==> src/rtl/dcnn_io_pkg.sv <==
// Shared types and default sizes for the DCNN IO loading path.
//   loader_state_t : sequencing states of multi_bank_loader
//   *_WORDS        : default bank lengths in words (CNN weights, FC weights, image)
//   DATA_W_DEF     : default stream / RAM word width
//   ADDR_W_DEF     : default bank-local RAM address width
package dcnn_io_pkg;

    typedef enum logic [2:0] {
        IDLE = 3'd0,
        SEL  = 3'd1,
        LOAD = 3'd2,
        NEXT = 3'd3,
        DONE = 3'd4
    } loader_state_t;

    localparam int unsigned CNN_WORDS  = 50704;
    localparam int unsigned FC_WORDS   = 11218;
    localparam int unsigned IMG_WORDS  = 1024;
    localparam int unsigned DATA_W_DEF = 16;
    localparam int unsigned ADDR_W_DEF = 16;

    // Width of a channel index; kept at least 1 so a single-bank build still elaborates.
    function automatic int unsigned ch_idx_w(input int unsigned n);
        return (n > 1) ? $clog2(n) : 1;
    endfunction

endpackage

==> src/rtl/loader_addr_ctr.sv <==
// Bank-local word address counter for multi_bank_loader.
//   clk_i  : clock, rising edge
//   rst_i  : asynchronous active-high reset
//   clr_i  : synchronous clear to address 0 (wins over en_i)
//   en_i   : advance by one word
//   len_i  : current bank length in words (non-zero whenever en_i can be high)
//   addr_o : current word address
//   last_o : addr_o is the final word of the bank (len_i - 1)
module loader_addr_ctr #(
    parameter int unsigned ADDR_W = 16
) (
    input  logic              clk_i,
    input  logic              rst_i,
    input  logic              clr_i,
    input  logic              en_i,
    input  logic [ADDR_W-1:0] len_i,
    output logic [ADDR_W-1:0] addr_o,
    output logic              last_o
);

    logic [ADDR_W-1:0] addr_q, addr_d;

    assign last_o = (addr_q == (len_i - ADDR_W'(1)));
    assign addr_o = addr_q;

    // Holds at the last address instead of stepping past it, so a full 2**ADDR_W bank never
    // wraps back to 0.
    always_comb begin
        addr_d = addr_q;
        if (clr_i) begin
            addr_d = '0;
        end else if (en_i && !last_o) begin
            addr_d = addr_q + ADDR_W'(1);
        end
    end

    always_ff @(posedge clk_i or posedge rst_i) begin
        if (rst_i) begin
            addr_q <= '0;
        end else begin
            addr_q <= addr_d;
        end
    end

endmodule

==> src/rtl/multi_bank_loader.sv <==
// Streams a single valid/ready word stream into N_CH RAM banks, bank 0 first, over one
// shared registered write bus. Reports per-bank and overall completion.
//   clk      : clock, rising edge
//   rst      : asynchronous active-high reset
//   start    : pulse, begin a full load sequence (ignored while busy)
//   abort    : pulse, cancel the load in progress (wins over start)
//   in_valid : stream word valid
//   in_data  : stream word
//   in_ready : loader accepts in_data this cycle
//   wr_en    : RAM write strobe
//   wr_sel   : one-hot bank select, valid with wr_en
//   wr_addr  : bank-local word address
//   wr_data  : write data
//   busy     : sequence in progress
//   done     : all banks loaded; held until next start or rst
//   ch_done  : per-bank completion, sticky until next start or rst
module multi_bank_loader
    import dcnn_io_pkg::*;
#(
    parameter int unsigned             DATA_W = DATA_W_DEF,
    parameter int unsigned             ADDR_W = ADDR_W_DEF,
    parameter int unsigned             N_CH   = 3,
    parameter logic [N_CH*ADDR_W-1:0]  CH_LEN = {16'(IMG_WORDS), 16'(FC_WORDS), 16'(CNN_WORDS)}
) (
    input  logic              clk,
    input  logic              rst,
    input  logic              start,
    input  logic              abort,
    input  logic              in_valid,
    input  logic [DATA_W-1:0] in_data,
    output logic              in_ready,
    output logic              wr_en,
    output logic [N_CH-1:0]   wr_sel,
    output logic [ADDR_W-1:0] wr_addr,
    output logic [DATA_W-1:0] wr_data,
    output logic              busy,
    output logic              done,
    output logic [N_CH-1:0]   ch_done
);

    localparam int unsigned       CH_W    = ch_idx_w(N_CH);
    localparam logic [CH_W-1:0]   LAST_CH = CH_W'(N_CH - 1);

    // A length field is ADDR_W bits wide, so this only fires if the field layout is changed.
    for (genvar i = 0; i < int'(N_CH); i++) begin : g_len_chk
        if (64'(CH_LEN[i*ADDR_W +: ADDR_W]) > (64'd1 << ADDR_W)) begin : g_err
            $error("multi_bank_loader: bank %0d length exceeds 2**ADDR_W", i);
        end
    end

    loader_state_t      state_q, state_d;
    logic [CH_W-1:0]    ch_q, ch_d;
    logic [N_CH-1:0]    ch_done_q, ch_done_d;
    logic               wr_en_q, wr_en_d;
    logic [N_CH-1:0]    wr_sel_q, wr_sel_d;
    logic [ADDR_W-1:0]  wr_addr_q, wr_addr_d;
    logic [DATA_W-1:0]  wr_data_q, wr_data_d;

    logic [ADDR_W-1:0]  len_cur;
    logic [ADDR_W-1:0]  ctr_addr;
    logic               ctr_last;
    logic               ctr_clr;
    logic               accept;

    // Length of the bank currently selected.
    always_comb begin
        len_cur = '0;
        for (int i = 0; i < int'(N_CH); i++) begin
            if (ch_q == CH_W'(i)) begin
                len_cur = CH_LEN[i*ADDR_W +: ADDR_W];
            end
        end
    end

    assign in_ready = (state_q == LOAD);
    assign accept   = in_valid && (state_q == LOAD);
    assign busy     = (state_q == SEL) || (state_q == LOAD) || (state_q == NEXT);
    assign done     = (state_q == DONE);

    // Counter sits at 0 outside LOAD, so every bank starts from address 0.
    assign ctr_clr  = (state_q != LOAD);

    loader_addr_ctr #(
        .ADDR_W (ADDR_W)
    ) u_addr_ctr (
        .clk_i  (clk),
        .rst_i  (rst),
        .clr_i  (ctr_clr),
        .en_i   (accept),
        .len_i  (len_cur),
        .addr_o (ctr_addr),
        .last_o (ctr_last)
    );

    // Sequencing FSM.
    always_comb begin
        state_d   = state_q;
        ch_d      = ch_q;
        ch_done_d = ch_done_q;
        unique case (state_q)
            IDLE, DONE: begin
                if (start && !abort) begin
                    state_d   = SEL;
                    ch_d      = '0;
                    ch_done_d = '0;
                end
            end
            SEL: begin
                if (abort) begin
                    state_d = IDLE;
                end else if (len_cur == '0) begin
                    // Empty bank: complete it without ever touching the write bus.
                    ch_done_d[ch_q] = 1'b1;
                    if (ch_q == LAST_CH) begin
                        state_d = DONE;
                    end else begin
                        ch_d = ch_q + 1'b1;
                    end
                end else begin
                    state_d = LOAD;
                end
            end
            LOAD: begin
                if (abort) begin
                    state_d = IDLE;
                end else if (accept && ctr_last) begin
                    state_d = NEXT;
                end
            end
            NEXT: begin
                // The bank's last word is already on the write bus, so it counts as complete
                // even if this cycle is aborted.
                ch_done_d[ch_q] = 1'b1;
                if (abort) begin
                    state_d = IDLE;
                end else if (ch_q == LAST_CH) begin
                    state_d = DONE;
                end else begin
                    ch_d    = ch_q + 1'b1;
                    state_d = SEL;
                end
            end
            default: begin
                state_d = IDLE;
            end
        endcase
    end

    // Write bus register: one-cycle latency; select/address/data hold between writes.
    always_comb begin
        wr_en_d   = accept;
        wr_sel_d  = wr_sel_q;
        wr_addr_d = wr_addr_q;
        wr_data_d = wr_data_q;
        if (accept) begin
            wr_sel_d  = N_CH'(1) << ch_q;
            wr_addr_d = ctr_addr;
            wr_data_d = in_data;
        end
    end

    always_ff @(posedge clk or posedge rst) begin
        if (rst) begin
            state_q   <= IDLE;
            ch_q      <= '0;
            ch_done_q <= '0;
            wr_en_q   <= 1'b0;
            wr_sel_q  <= '0;
            wr_addr_q <= '0;
            wr_data_q <= '0;
        end else begin
            state_q   <= state_d;
            ch_q      <= ch_d;
            ch_done_q <= ch_done_d;
            wr_en_q   <= wr_en_d;
            wr_sel_q  <= wr_sel_d;
            wr_addr_q <= wr_addr_d;
            wr_data_q <= wr_data_d;
        end
    end

    assign wr_en   = wr_en_q;
    assign wr_sel  = wr_sel_q;
    assign wr_addr = wr_addr_q;
    assign wr_data = wr_data_q;
    assign ch_done = ch_done_q;

endmodule

==> config.mk <==
export PLATFORM = sky130hd
export DESIGN_NAME = multi_bank_loader
export DESIGN_NICKNAME = d
export VERILOG_FILES = /design/src/rtl/dcnn_io_pkg.sv /design/src/rtl/loader_addr_ctr.sv /design/src/rtl/multi_bank_loader.sv
export SDC_FILE = /design/constraint.sdc
export NUM_CORES = 1
export LEC_CHECK = 0
export ABC_AREA = 1
export CAP_MARGIN = 20
export CORE_MARGIN = 2
export CORE_UTILIZATION = 52
export CTS_CLUSTER_SIZE = 16
export DETAILED_ROUTE_END_ITERATION = 6
export GPL_ROUTABILITY_DRIVEN = 0
export GPL_TIMING_DRIVEN = 0
export PLACE_DENSITY = 0.81
export SETUP_SLACK_MARGIN = 0.5
export SLEW_MARGIN = 20
export SYNTH_ARGS = -nofsm -noshare
export SYNTH_HDL_FRONTEND = slang
export SYNTH_SLANG_ARGS = --single-unit
==> constraint.sdc <==
create_clock -name clk -period 2.35 [get_ports clk]
set_input_delay 0.47 -clock clk [delete_from_list [all_inputs] [get_ports clk]]
set_output_delay 0.47 -clock clk [all_outputs]
set_load 0.02 [all_outputs]
# Word level (Yosys, flattened, before mapping)
# Index checks and enable logic that the tools add are counted.
[op_classes] addsub=3 order_cmp=2 eq_ne=14 n_shift=1 mux=26 bitwise=1 reduce_logical=18
[ops] operator="16-bit 2-to-1 mux" count=5
[ops] operator="3-bit 2-to-1 mux" count=11
[ops] operator="16-bit by 1-bit adder with 16-bit output, second input constant" count=1
[ops] operator="16-bit equality test" count=1
[ops] operator="16-bit zero test" count=1
[ops] operator="16-bit by 1-bit subtractor with 16-bit output, second input constant" count=1
[ops] operator="3-bit one-hot mux with 4 select lines" count=1
[ops] operator="2-bit 2-to-1 mux" count=5
[ops] operator="3-bit one-hot mux with 3 select lines" count=1
[ops] operator="3-bit by 2-bit equality test with 1-bit output, second input constant" count=2
[ops] operator="2-bit inequality test, second input constant" count=3
[ops] operator="3-bit by 2-bit inequality test with 1-bit output, second input constant" count=2
[ops] operator="2-bit one-hot mux with 3 select lines" count=1
[ops] operator="1-bit logical AND" count=5
[ops] operator="5-bit AND reduction" count=1
[ops] operator="4-bit by 3-bit inequality test with 1-bit output, second input constant" count=1
[ops] operator="4-bit AND reduction" count=1
[ops] operator="3-bit by 1-bit equality test with 1-bit output, second input constant" count=1
[ops] operator="3-bit equality test, second input constant" count=1
[ops] operator="3-bit zero test" count=1
[ops] operator="2-bit by 3-bit less-than comparator with 1-bit output, second input constant" count=1
[ops] operator="3-bit OR" count=1
[ops] operator="3-bit AND reduction" count=1
[ops] operator="3-bit nonzero test" count=1
[ops] operator="other kinds (13)" count=15
[totals] ff_bits=60

# Depth between registers and ports, before layout
# Gate-level depths: netlist of run 1.
[depth] depth_word=10 mapped_depth=15 ltp_nobuf=14

# Hierarchy
# A second synthesis of run 1 with hierarchy kept.
[unflattened] cells_unflattened=523 hier_area_um2=3729.8
[by_module_without_submodules] module="multi_bank_loader" instances=1 cells_each=237 area_per_inst_um2=1941.9
[by_module_without_submodules] module="loader_addr_ctr" instances=1 cells_each=286 area_per_inst_um2=1788.0

# Worst setup path before layout of run 1
# No wires, ideal clock.
[synth_path] kind="flip-flop to flip-flop" from="register ch_q[0]" to="register u_addr_ctr.addr_q[9], in the netlist u_addr_ctr.addr_o[9]" setup_time_ns=0.119 arrival_time_ns=1.682 t_required_ns=2.231 path_slack_ns=0.548 path_stages_with_launch=14 path_buffers=1 synth_period_minus_slack_ns=1.802 path_cell_list="dfrtp_1 inv_2 ha_1 nand2_1 nand2_1 nor2_1 nand2_1 nor2_2 nand3_2 nand2_4 nand2_4 buf_6 nand2_2 o21ai_2"
[synth_via] elab_chain_cells=9 elab_cells_between_ends=11 cone_classes="1 x add/sub; 3 x eq/ne; 3 x mux; 4 x reduce/logical"
[synth_rtl] element="from (decl)" line="multi_bank_loader.sv:52" source="logic [CH_W-1:0] ch_q, ch_d;"
[synth_rtl] element="from (signal assigned)" line="multi_bank_loader.sv:173" source="ch_q <= ch_d;"
[synth_rtl] element="2-bit zero test" line="multi_bank_loader.sv:69" source="if (ch_q == CH_W'(i)) begin"
[synth_rtl] element="16-bit 2-to-1 mux (2 in series)" line="multi_bank_loader.sv:69"
[synth_rtl] element="16-bit 2-to-1 mux (*)" line="multi_bank_loader.sv:69"
[synth_rtl] element="16-bit by 1-bit subtractor with 16-bit output (*)" line="loader_addr_ctr.sv:23" source="assign last_o = (addr_q == (len_i - ADDR_W'(1)));"
[synth_rtl] element="16-bit equality test (*)" line="loader_addr_ctr.sv:23"
[synth_rtl] element="1-bit zero test (*)" line="loader_addr_ctr.sv:32" source="end else if (en_i && !last_o) begin"
[synth_rtl] element="1-bit logical AND (*)" line="loader_addr_ctr.sv:32"
[synth_rtl] element="2-bit nonzero test (no line) (*)"
[synth_rtl] element="to (signal assigned)" line="loader_addr_ctr.sv:41" source="addr_q <= addr_d;"
[synth_rtl] element="to (decl)" line="loader_addr_ctr.sv:21" source="logic [ADDR_W-1:0] addr_q, addr_d;"
# Mark *: on every way between the ends. The rest lies on a longest branch, timed or not.
# A chain may end at the register's enable or synchronous reset.

# Worst setup path in the final report of run 1
[layout_path] from="register ch_q[0]" to="register u_addr_ctr.addr_q[13], in the netlist u_addr_ctr.addr_o[13]"
# Same word-level chain as after synthesis.

==> results.cfg, run 1 <==
[run_status]
status = complete, no violations

[timing]
setup_repair_after_global_routing_missed_its_margin = true
totalNegativeSetupSlack_ns = 0
skew_ns = 0.00589
drv_slew = 0
hold_violations_final = 0
layout_worst_path_cycle_share_pct = 83.6
setup_slack_ns = 0.385
final_setup_viols = 0
achievable-frequency_mhz = 509
timing.final.crit_period_ns = 1.96
timing_worst_slew_pin_value_ns = 0.497
relSlewSlack_pct = 66.9

[hold_path]
worst_min_path_start = wr_data[12]
hp-class = register to register
holdPathStages = 2
whs_endpoint = wr_data[12]

[detailed_routing]
routed_wl_mm = 7.88
remaining_drc_errors = 0
first_pass_iters = 4
dr_total_vias = 2908
postRouteAntennaNets = 0
drt_via_density = 5.18
wl_per_cell_um = 14.0
drt_iter0_drc = 199

[layout]
layout.filler_cells = 432
final_net_count = 509
area_growth_pct = 37.6
layout.cells.most_common = sky130_fd_sc_hd__nand2_1
antenna_cells_inserted = 0
final_layout_size_suffix_gt1_share_pct = 21.4
stdcell_area_um2 = 4310
commonest_non_fill_non_tap_cells_in_the_layout = 132 x sky130_fd_sc_hd__nand2_1, 59 x sky130_fd_sc_hd__clkdlybuf4s50_1, 57 x sky130_fd_sc_hd__dfrtp_1
number_of_non_filler_instances_in_the_completed_layout = 561

[clocking]
cts_buffers = 9
cts_tree = built
clock-sinks = 60
htree_num_levels = 3
cts.root.buffer_cell = sky130_fd_sc_hd__clkbuf_8
cts.reportedPaths.clkPinSlew_ns = 0.07
cts_max_path_buffers = 2
clock_insertion_delay_worst_skew_ns = 0.34

[flow_run]
cap_violations = 0

[pwr]
power.density_nw_per_um2 = 1130
vdd_ir_drop_max_mv = 0.723
power.leakage_nw = 1.98
overall_power_consumption_mw = 4.89

[logic_synthesis]
synth.avg_cell_area_um2 = 8.03
synth_unique_cells = 26
post_synth_instance_area_um2 = 3130
ys_seq_area_share_pct = 47.9
synthesis.instances = 390
synth_seq_cells = 60
synth-warning-count = 0
postSynthNetCount = 417

[floorplanning]
initial_core_util_pct = 53.2
io_pins = 63
floorplan.die_area_um2 = 6660
die_h_um = 81.6
floorplan_core_area_um2 = 5890
fp-row-count = 28
die_w_um = 81.6

[setup_path]
rr_endpoint = u_addr_ctr.addr_o[13]
setup.worst_path.end_class = register
timing.critical_path.mode_cell = sky130_fd_sc_hd__nand2_1
critical_path_peak_fanout = 10
path_class = register to register
worst-endpoint-required_ns = 2.58
crit_chain = inv_4 -> ha_4 -> nand2_1 -> nand2_1 -> nor2_1 -> nand2_1 -> nor2_2 -> nand3_2 -> nand2_4 -> nand2_4 -> buf_6 -> nand2_2 -> o21ai_2
critical-path-slowest-cell = sky130_fd_sc_hd__dfrtp_2
max_stage_delay_ns = 0.47
rr_startpoint = ch_q[0]
path_delay_family = simple AND/OR/NAND/NOR gates
rr_worst_depth = 13
reg2reg_setup_slack_ns = 0.39
cp-start-kind = register
cp.arrival_ns = 2.19
path_buf_inv = 2

[placed_design]
hpwlAfterDp_mm = 5.52
dpl_worst_slack_ns = 0.0539
placed_instances = 529
dpl_cell_area_um2 = 3910
port_buffers = 62

[global_routing]
grt_antenna_before_repair = 0
grt_pass1_vias = 2658
grt_max_degree = 25
grt.total_usage_pct = 24.6
remaining_overflow_grt = 0
grt_first_pass_wirelength_mm = 12.4
## repair_timing
item / in CTS / in global routing
endpoints found under the hold margin: 0 / 0
pin swaps: 5 / 9
buffers inserted: 10 / 7
gates resized for setup: 24 / 16
endpoints found under the setup margin: 20 / 23
hold buffers: 0 / 0
## worst register-to-register path: cells and delay by family (launching register included)
family          cells  cell delay [ns]
compound gates      1             0.06
simple gates        9             0.84
buf+inv             2             0.27
fa+ha+maj           1             0.22
flops               1             0.47
## sequential cells by signal, indices dropped and copies added (netlist names)
signal / flops
u_addr_ctr.addr_o: 16
wr_addr: 16
wr_data: 16
ch_done: 3
state_q: 3
wr_sel: 3
ch_q: 2
wr_en: 1
## how the worst max path moves through the flow
stage / to / slack, ns / startpoint / cells after the start
after floorplan: u_addr_ctr.addr_o[9] / 0.55 / ch_q[0] / 13
after global placement: in_ready / 0.06 / state_q[2] / 3
after detailed placement: in_ready / 0.05 / state_q[2] / 3
after CTS: u_addr_ctr.addr_o[11] / 0.47 / ch_q[0] / 15
after global routing: u_addr_ctr.addr_o[10] / 0.31 / ch_q[0] / 13
final: u_addr_ctr.addr_o[13] / 0.39 / ch_q[0] / 13
## stage by stage
step	hold WS (ns)	util, %
detailed placement	0.458	66.3
floorplan	0.498	-
global placement	0.453	65.4
global route	0.491	73.2
finish	0.468	73.2
CTS	0.473	71.6
## cell usage after synthesis (all sizes together)
cell type | count | share of area (%)
xor2 | 13 | 3.6
clkbuf | 3 | 0.36
nor2 | 34 | 4.5
nor3 | 8 | 1.6
buf | 9 | 2.7
ha | 6 | 2.4
nand4 | 2 | 0.40
nand3 | 27 | 4.5
o21a | 3 | 0.72
dfrtp | 60 | 48
a21oi | 1 | 0.16
o21ai | 40 | 7.6
nand2 | 146 | 19
inv | 38 | 4.6
## layout make-up
cell class / instances / area (um^2) / share of cell area (%)
Buffer: 12 / 111 / 2.58
Clock buffer: 13 / 149 / 3.46
Clock inverter: 2 / 35.0 / 0.813
Inverter: 38 / 156 / 3.63
Multi-Input combinational cell: 280 / 1460 / 33.8
Sequential cell: 60 / 1510 / 34.9
Tap cell: 75 / 93.8 / 2.18
Timing Repair Buffer: 81 / 801 / 18.6
## logic make-up (layout without fill, tap and decap cells)
| logic type | after synthesis | in the layout | share of synthesized area, % |
|---|---|---|---|
| buffers and inverters | 50 | 146 | 7.71 |
| XOR/XNOR | 13 | 13 | 3.64 |
| adder cells (fa/ha/maj) | 6 | 6 | 2.40 |
| flip-flops | 60 | 60 | 47.9 |
| AO/OA/AOI/OAI | 44 | 44 | 8.47 |
| AND/OR/NAND/NOR | 217 | 217 | 29.8 |
## routing by layer
metal / part of all wire, % / GRT usage (%)
met1: 42 / 32.8
met2: 49 / 40.6
met3: 6.6 / 5.49
met4: 1.8 / 7.00
met5: 0 / 0
## report_power, final
group          switching [mW]  internal (mW)
Clock                   0.382          0.512
Sequential              0.196           1.36
Combinational            1.32           1.11
Note: power is estimated with default switching activity, not from simulation.
==> run 2, diff against run 1 <==
Clock period 2.35 ns to 2 ns, I/O delays scaled along.
==> results.cfg, run 2 (synthesis gave the netlist of run 1 again) <==
[setup_path]
cp.arrival_ns = 2.30
reg2reg_setup_slack_ns = -0.06
critical-path-slowest-cell = sky130_fd_sc_hd__dfrtp_1
timing.critical_path.mode_cell = sky130_fd_sc_hd__nand2_2
path_class = register to register
crit_chain = inv_2 -> ha_4 -> inv_4 -> nand2_2 -> nand2_2 -> nor2_1 -> nand2_1 -> nor2_2 -> nand3_2 -> nand2_4 -> nand2_8 -> buf_12 -> nand2_2 -> o21ai_2
setup.worst_path.end_class = register
critical_path_peak_fanout = 5
worst-endpoint-required_ns = 2.24
cp-start-kind = register
max_stage_delay_ns = 0.45

[detailed_routing]
routed_wl_mm = 12.2
remaining_drc_errors = 0
wl_per_cell_um = 20.6
drt_via_density = 5.83
drt_iter0_drc = 366
postRouteAntennaNets = 0
dr_total_vias = 3458
first_pass_iters = 6

[pwr]
seqPwrFrac_pct = 28.0
internal_power_mw = 4.02
power.density_nw_per_um2 = 1370
power.switching_mw = 3.06
clkPwrFrac_pct = 17.5
vdd_ir_drop_max_mv = 1.06
comb_power_share_pct = 54.5
sw_frac_of_total_pct = 43.3
power.leakage_nw = 2.45

[timing]
timing_worst_slew_pin_value_ns = 0.545
layout_worst_path_cycle_share_pct = 103
setup_slack_ns = -0.0597
hold_violations_final = 0
achievable-frequency_mhz = 486
final_setup_viols = 15
timing.final.crit_period_ns = 2.06
setup_repair_after_global_routing_missed_its_margin = true
drv_slew = 0
relSlewSlack_pct = 63.7
skew_ns = 0.00952
totalNegativeSetupSlack_ns = -0.475
whs_ns = 0.440

[global_routing]
grt.total_usage_pct = 30.2
grt_max_degree = 23
remaining_overflow_grt = 0
grt_antenna_before_repair = 0
grt_pass1_vias = 3159
grt_first_pass_wirelength_mm = 14.9

[layout]
stdcell_area_um2 = 5170
final_layout_size_suffix_gt1_share_pct = 43.8
antenna_cells_inserted = 0
area_growth_pct = 65.0
commonest_non_fill_non_tap_cells_in_the_layout = 78 x sky130_fd_sc_hd__nand2_1, 58 x sky130_fd_sc_hd__dfrtp_1, 43 x sky130_fd_sc_hd__nand2_2
final_net_count = 540
number_of_non_filler_instances_in_the_completed_layout = 593
layout.cells.most_common = sky130_fd_sc_hd__nand2_1

[placed_design]
placed_instances = 529
dpl_cell_area_um2 = 3940
port_buffers = 62
hpwlAfterDp_mm = 5.47

[floorplanning]
fp-row-count = 28
die_h_um = 81.6
io_pins = 63
die_w_um = 81.6
initial_core_util_pct = 53.2
floorplan_core_area_um2 = 5890
floorplan.die_area_um2 = 6660

[clocking]
cts_max_path_buffers = 2
cts_tree = built
cts_hold_buffers = 0
cts.root.buffer_cell = sky130_fd_sc_hd__clkbuf_8
clock_insertion_delay_worst_skew_ns = 0.36
clock-sinks = 60
cts_buffers = 9
htree_num_levels = 3
cts.reportedPaths.clkPinSlew_ns = 0.07

[flow_run]
cap_violations = 0

[hold_path]
hp-class = input pin to async pin

[run_status]
status = complete, but fails checks
violations = setup timing
-- run 2: per-stage QoR --
step	power (mW)	utilization, %	setup slack [ns]
after floorplan	3.33	-	0.271
after global placement	4.35	66.0	-0.0774
after detailed placement	4.43	66.9	-0.0863
after CTS	6.04	80.2	0.137
after global routing	7.34	87.8	-0.0896
final	7.08	87.8	-0.0597
-- run 2: worst paths after layout --
check                                        to        start  cells after the start
hold / removal                            wr_en          rst                      2
setup reg to reg           u_addr_ctr.addr_o[3]      ch_q[0]                     14
min in group clk                    wr_data[13]  wr_data[13]                      2
setup / recovery           u_addr_ctr.addr_o[3]      ch_q[0]                     14
hold reg to reg                     wr_data[13]  wr_data[13]                      2
max in group asynchronous            state_q[0]          rst                      3
-- run 2: area by class of cell --
cell class                      count  area, um^2
Buffer                             12         164
Clock inverter                      3        42.5
Inverter                           38         169
Sequential cell                    60        1500
Tap cell                           75        93.8
Multi-Input combinational cell    280        1840
Fill cell                         250         717
Clock buffer                       13         179
Timing Repair inverter              1        16.3
Timing Repair Buffer              111        1160
-- run 2: metal layers --
layer | global-route usage, % | share of wire (%) | wire length [um]
met5 | 0 | 0 | 0
met4 | 12.0 | 5.4 | 658
met3 | 7.36 | 9.0 | 1100
met2 | 52.3 | 50 | 6060
met1 | 36.3 | 36 | 4420
-- run 2: power by group through the flow --
stage	sequential (mW)	clock, mW	combinational, mW
floorplan	2.27	0	1.07
global placement	1.83	0	2.52
detailed placement	1.85	0	2.58
CTS	1.84	1.21	2.99
global route	2.00	1.30	4.04
finish	1.98	1.24	3.86
-- run 2: worst max-delay path, delay by kind of cell (launching register included) --
kind | cells | cell delay (ns)
AO/OA/AOI/OAI | 1 | 0.06
adder cells (fa/ha/maj) | 1 | 0.19
buffers and inverters | 3 | 0.35
flip-flops | 1 | 0.45
AND/OR/NAND/NOR | 9 | 0.90
-- run 2: repair_timing --
item	in CTS	in global routing
pin swaps	20	30
resized for setup	131	115
gates cloned	8	1
endpoints found under the setup margin	98	70
buffers inserted	25	14
==> run 3, diff against run 2 <==
Settings changed: CORE_ASPECT_RATIO from default to 1.2, CORE_UTILIZATION 52 to 55, PLACE_DENSITY 0.81 to 0.85.
Clock period 2 ns to 2.5 ns, I/O delays scaled along.
==> results.cfg, run 3 (synthesis gave the netlist of run 1 again) <==
[floorplanning]
die_h_um = 86.7
floorplan_core_area_um2 = 5590
fp-row-count = 30
io_pins = 63
initial_core_util_pct = 56.0
floorplan.die_area_um2 = 6320
die_w_um = 72.9

[layout]
antenna_cells_inserted = 0
share_of_the_core_filled_with_cells_in_the_final_layout_pct = 77.7
area_growth_pct = 38.8
stdcell_area_um2 = 4350
final_layout_size_suffix_gt1_share_pct = 21.8
layout.filler_cells = 364
final_net_count = 504
commonest_non_fill_non_tap_cells_in_the_layout = 128 x sky130_fd_sc_hd__nand2_1, 59 x sky130_fd_sc_hd__clkdlybuf4s50_1, 56 x sky130_fd_sc_hd__dfrtp_1
layout.cells.most_common = sky130_fd_sc_hd__nand2_1
number_of_non_filler_instances_in_the_completed_layout = 546

[timing]
timing_worst_slew_pin_value_ns = 0.714
whs_ns = 0.475
setup_repair_after_global_routing_missed_its_margin = true
skew_ns = 0.0110
timing.final.crit_period_ns = 2.03
relSlewSlack_pct = 52.4
drv_slew = 0
final_setup_viols = 0
achievable-frequency_mhz = 493
hold_violations_final = 0
totalNegativeSetupSlack_ns = 0
layout_worst_path_cycle_share_pct = 81.2
setup_slack_ns = 0.471

[global_routing]
grt_first_pass_wirelength_mm = 12.3
grt_pass1_vias = 2800
grt_max_degree = 61
remaining_overflow_grt = 0
grt_antenna_before_repair = 0
grt.total_usage_pct = 25.4

[placed_design]
placed_instances = 516
hpwlAfterDp_mm = 5.36
dpl_worst_slack_ns = 0.154
dpl_cell_area_um2 = 3830
port_buffers = 62

[detailed_routing]
postRouteAntennaNets = 0
wl_per_cell_um = 15.4
routed_wl_mm = 8.40
remaining_drc_errors = 0
first_pass_iters = 7
dr_total_vias = 3010
drt_via_density = 5.51
drt_iter0_drc = 226

[clocking]
htree_num_levels = 3
cts_buffers = 9
cts.reportedPaths.clkPinSlew_ns = 0.08
cts_hold_buffers = 0
clock_insertion_delay_worst_skew_ns = 0.34
clock-sinks = 60
cts_tree = built
cts.root.buffer_cell = sky130_fd_sc_hd__clkbuf_8
cts_max_path_buffers = 2

[setup_path]
rr_startpoint = ch_q[0]
timing.critical_path.from = ch_q[0]
cp-start-kind = register
path_class = register to register
worst-endpoint-required_ns = 2.73
cp.arrival_ns = 2.25
setup.worst_path.end_class = register
critical_path_peak_fanout = 5

[pwr]
overall_power_consumption_mw = 4.66
vdd_ir_drop_max_mv = 0.737
power.density_nw_per_um2 = 1070
power.leakage_nw = 1.99

[hold_path]
worst_min_path_start = wr_data[8]
hp-class = register to register

[flow_run]
cap_violations = 0

[run_status]
status = complete, no violations
-- run 3: report_power, final --
group / internal (mW) / leakage, nW / switching, mW
Clock: 0.460 / 0.0927 / 0.399
Sequential: 1.28 / 0.791 / 0.189
Combinational: 1.04 / 1.11 / 1.29
Total: 2.78 / 1.99 / 1.88
-- run 3: what timing repair did --
item / 4_1_cts / 5_1_grt
resized for setup: 8 / 46
endpoints found under the hold margin: 0 / 0
setup buffers: 2 / 10
gates cloned: 0 / 2
pin swaps: 1 / 10
setup endpoints to repair: 13 / 17
-- run 3: area by class of cell --
cell class                 count  area, um^2  area share, %
buffer                        12         118           2.71
clock buffer                  10         128           2.94
clock inverter                 6        63.8           1.47
inverter                      38         160           3.68
multi-input combinational    280        1530           35.1
sequential                    60        1510           34.7
tap                           64        80.1           1.84
timing repair buffer          76         766           17.6
-- run 3: final timing paths --
check,end,cells after the start,slack (ns)
worst min register to register,wr_data[8],2,0.47
worst min-delay path,wr_data[8],2,0.47
max in group asynchronous,state_q[2],2,1.35
min in group asynchronous,wr_addr[10],2,0.64
worst max-delay path,u_addr_ctr.addr_o[4],13,0.47
worst max register to register,u_addr_ctr.addr_o[4],13,0.47
-- run 3: metal layers --
| layer | up-vias | track usage [%] | share of wire, % |
|---|---|---|---|
| met1 | 1390 | 29.9 | 38 |
| met4 | 0 | 11.1 | 4.7 |
| li1 | 1410 | - | - |
| met3 | 46 | 6.40 | 7.1 |
| met5 | - | 0 | 0 |
| met2 | 164 | 43.3 | 50 |
-- run 3: critical path, stage by stage (launching register included) --
cell and delay [ns]:
sky130_fd_sc_hd__dfrtp_2 0.46, sky130_fd_sc_hd__inv_4 0.12, sky130_fd_sc_hd__ha_4 0.22, sky130_fd_sc_hd__nand2_2 0.07
sky130_fd_sc_hd__nand2_1 0.06, sky130_fd_sc_hd__nor2_1 0.11, sky130_fd_sc_hd__nand2_1 0.11, sky130_fd_sc_hd__nor2_4 0.14
sky130_fd_sc_hd__nand3_2 0.11, sky130_fd_sc_hd__nand2_4 0.15, sky130_fd_sc_hd__nand2_8 0.09, sky130_fd_sc_hd__clkbuf_16 0.18
sky130_fd_sc_hd__nand2_4 0.05, sky130_fd_sc_hd__o21ai_2 0.05
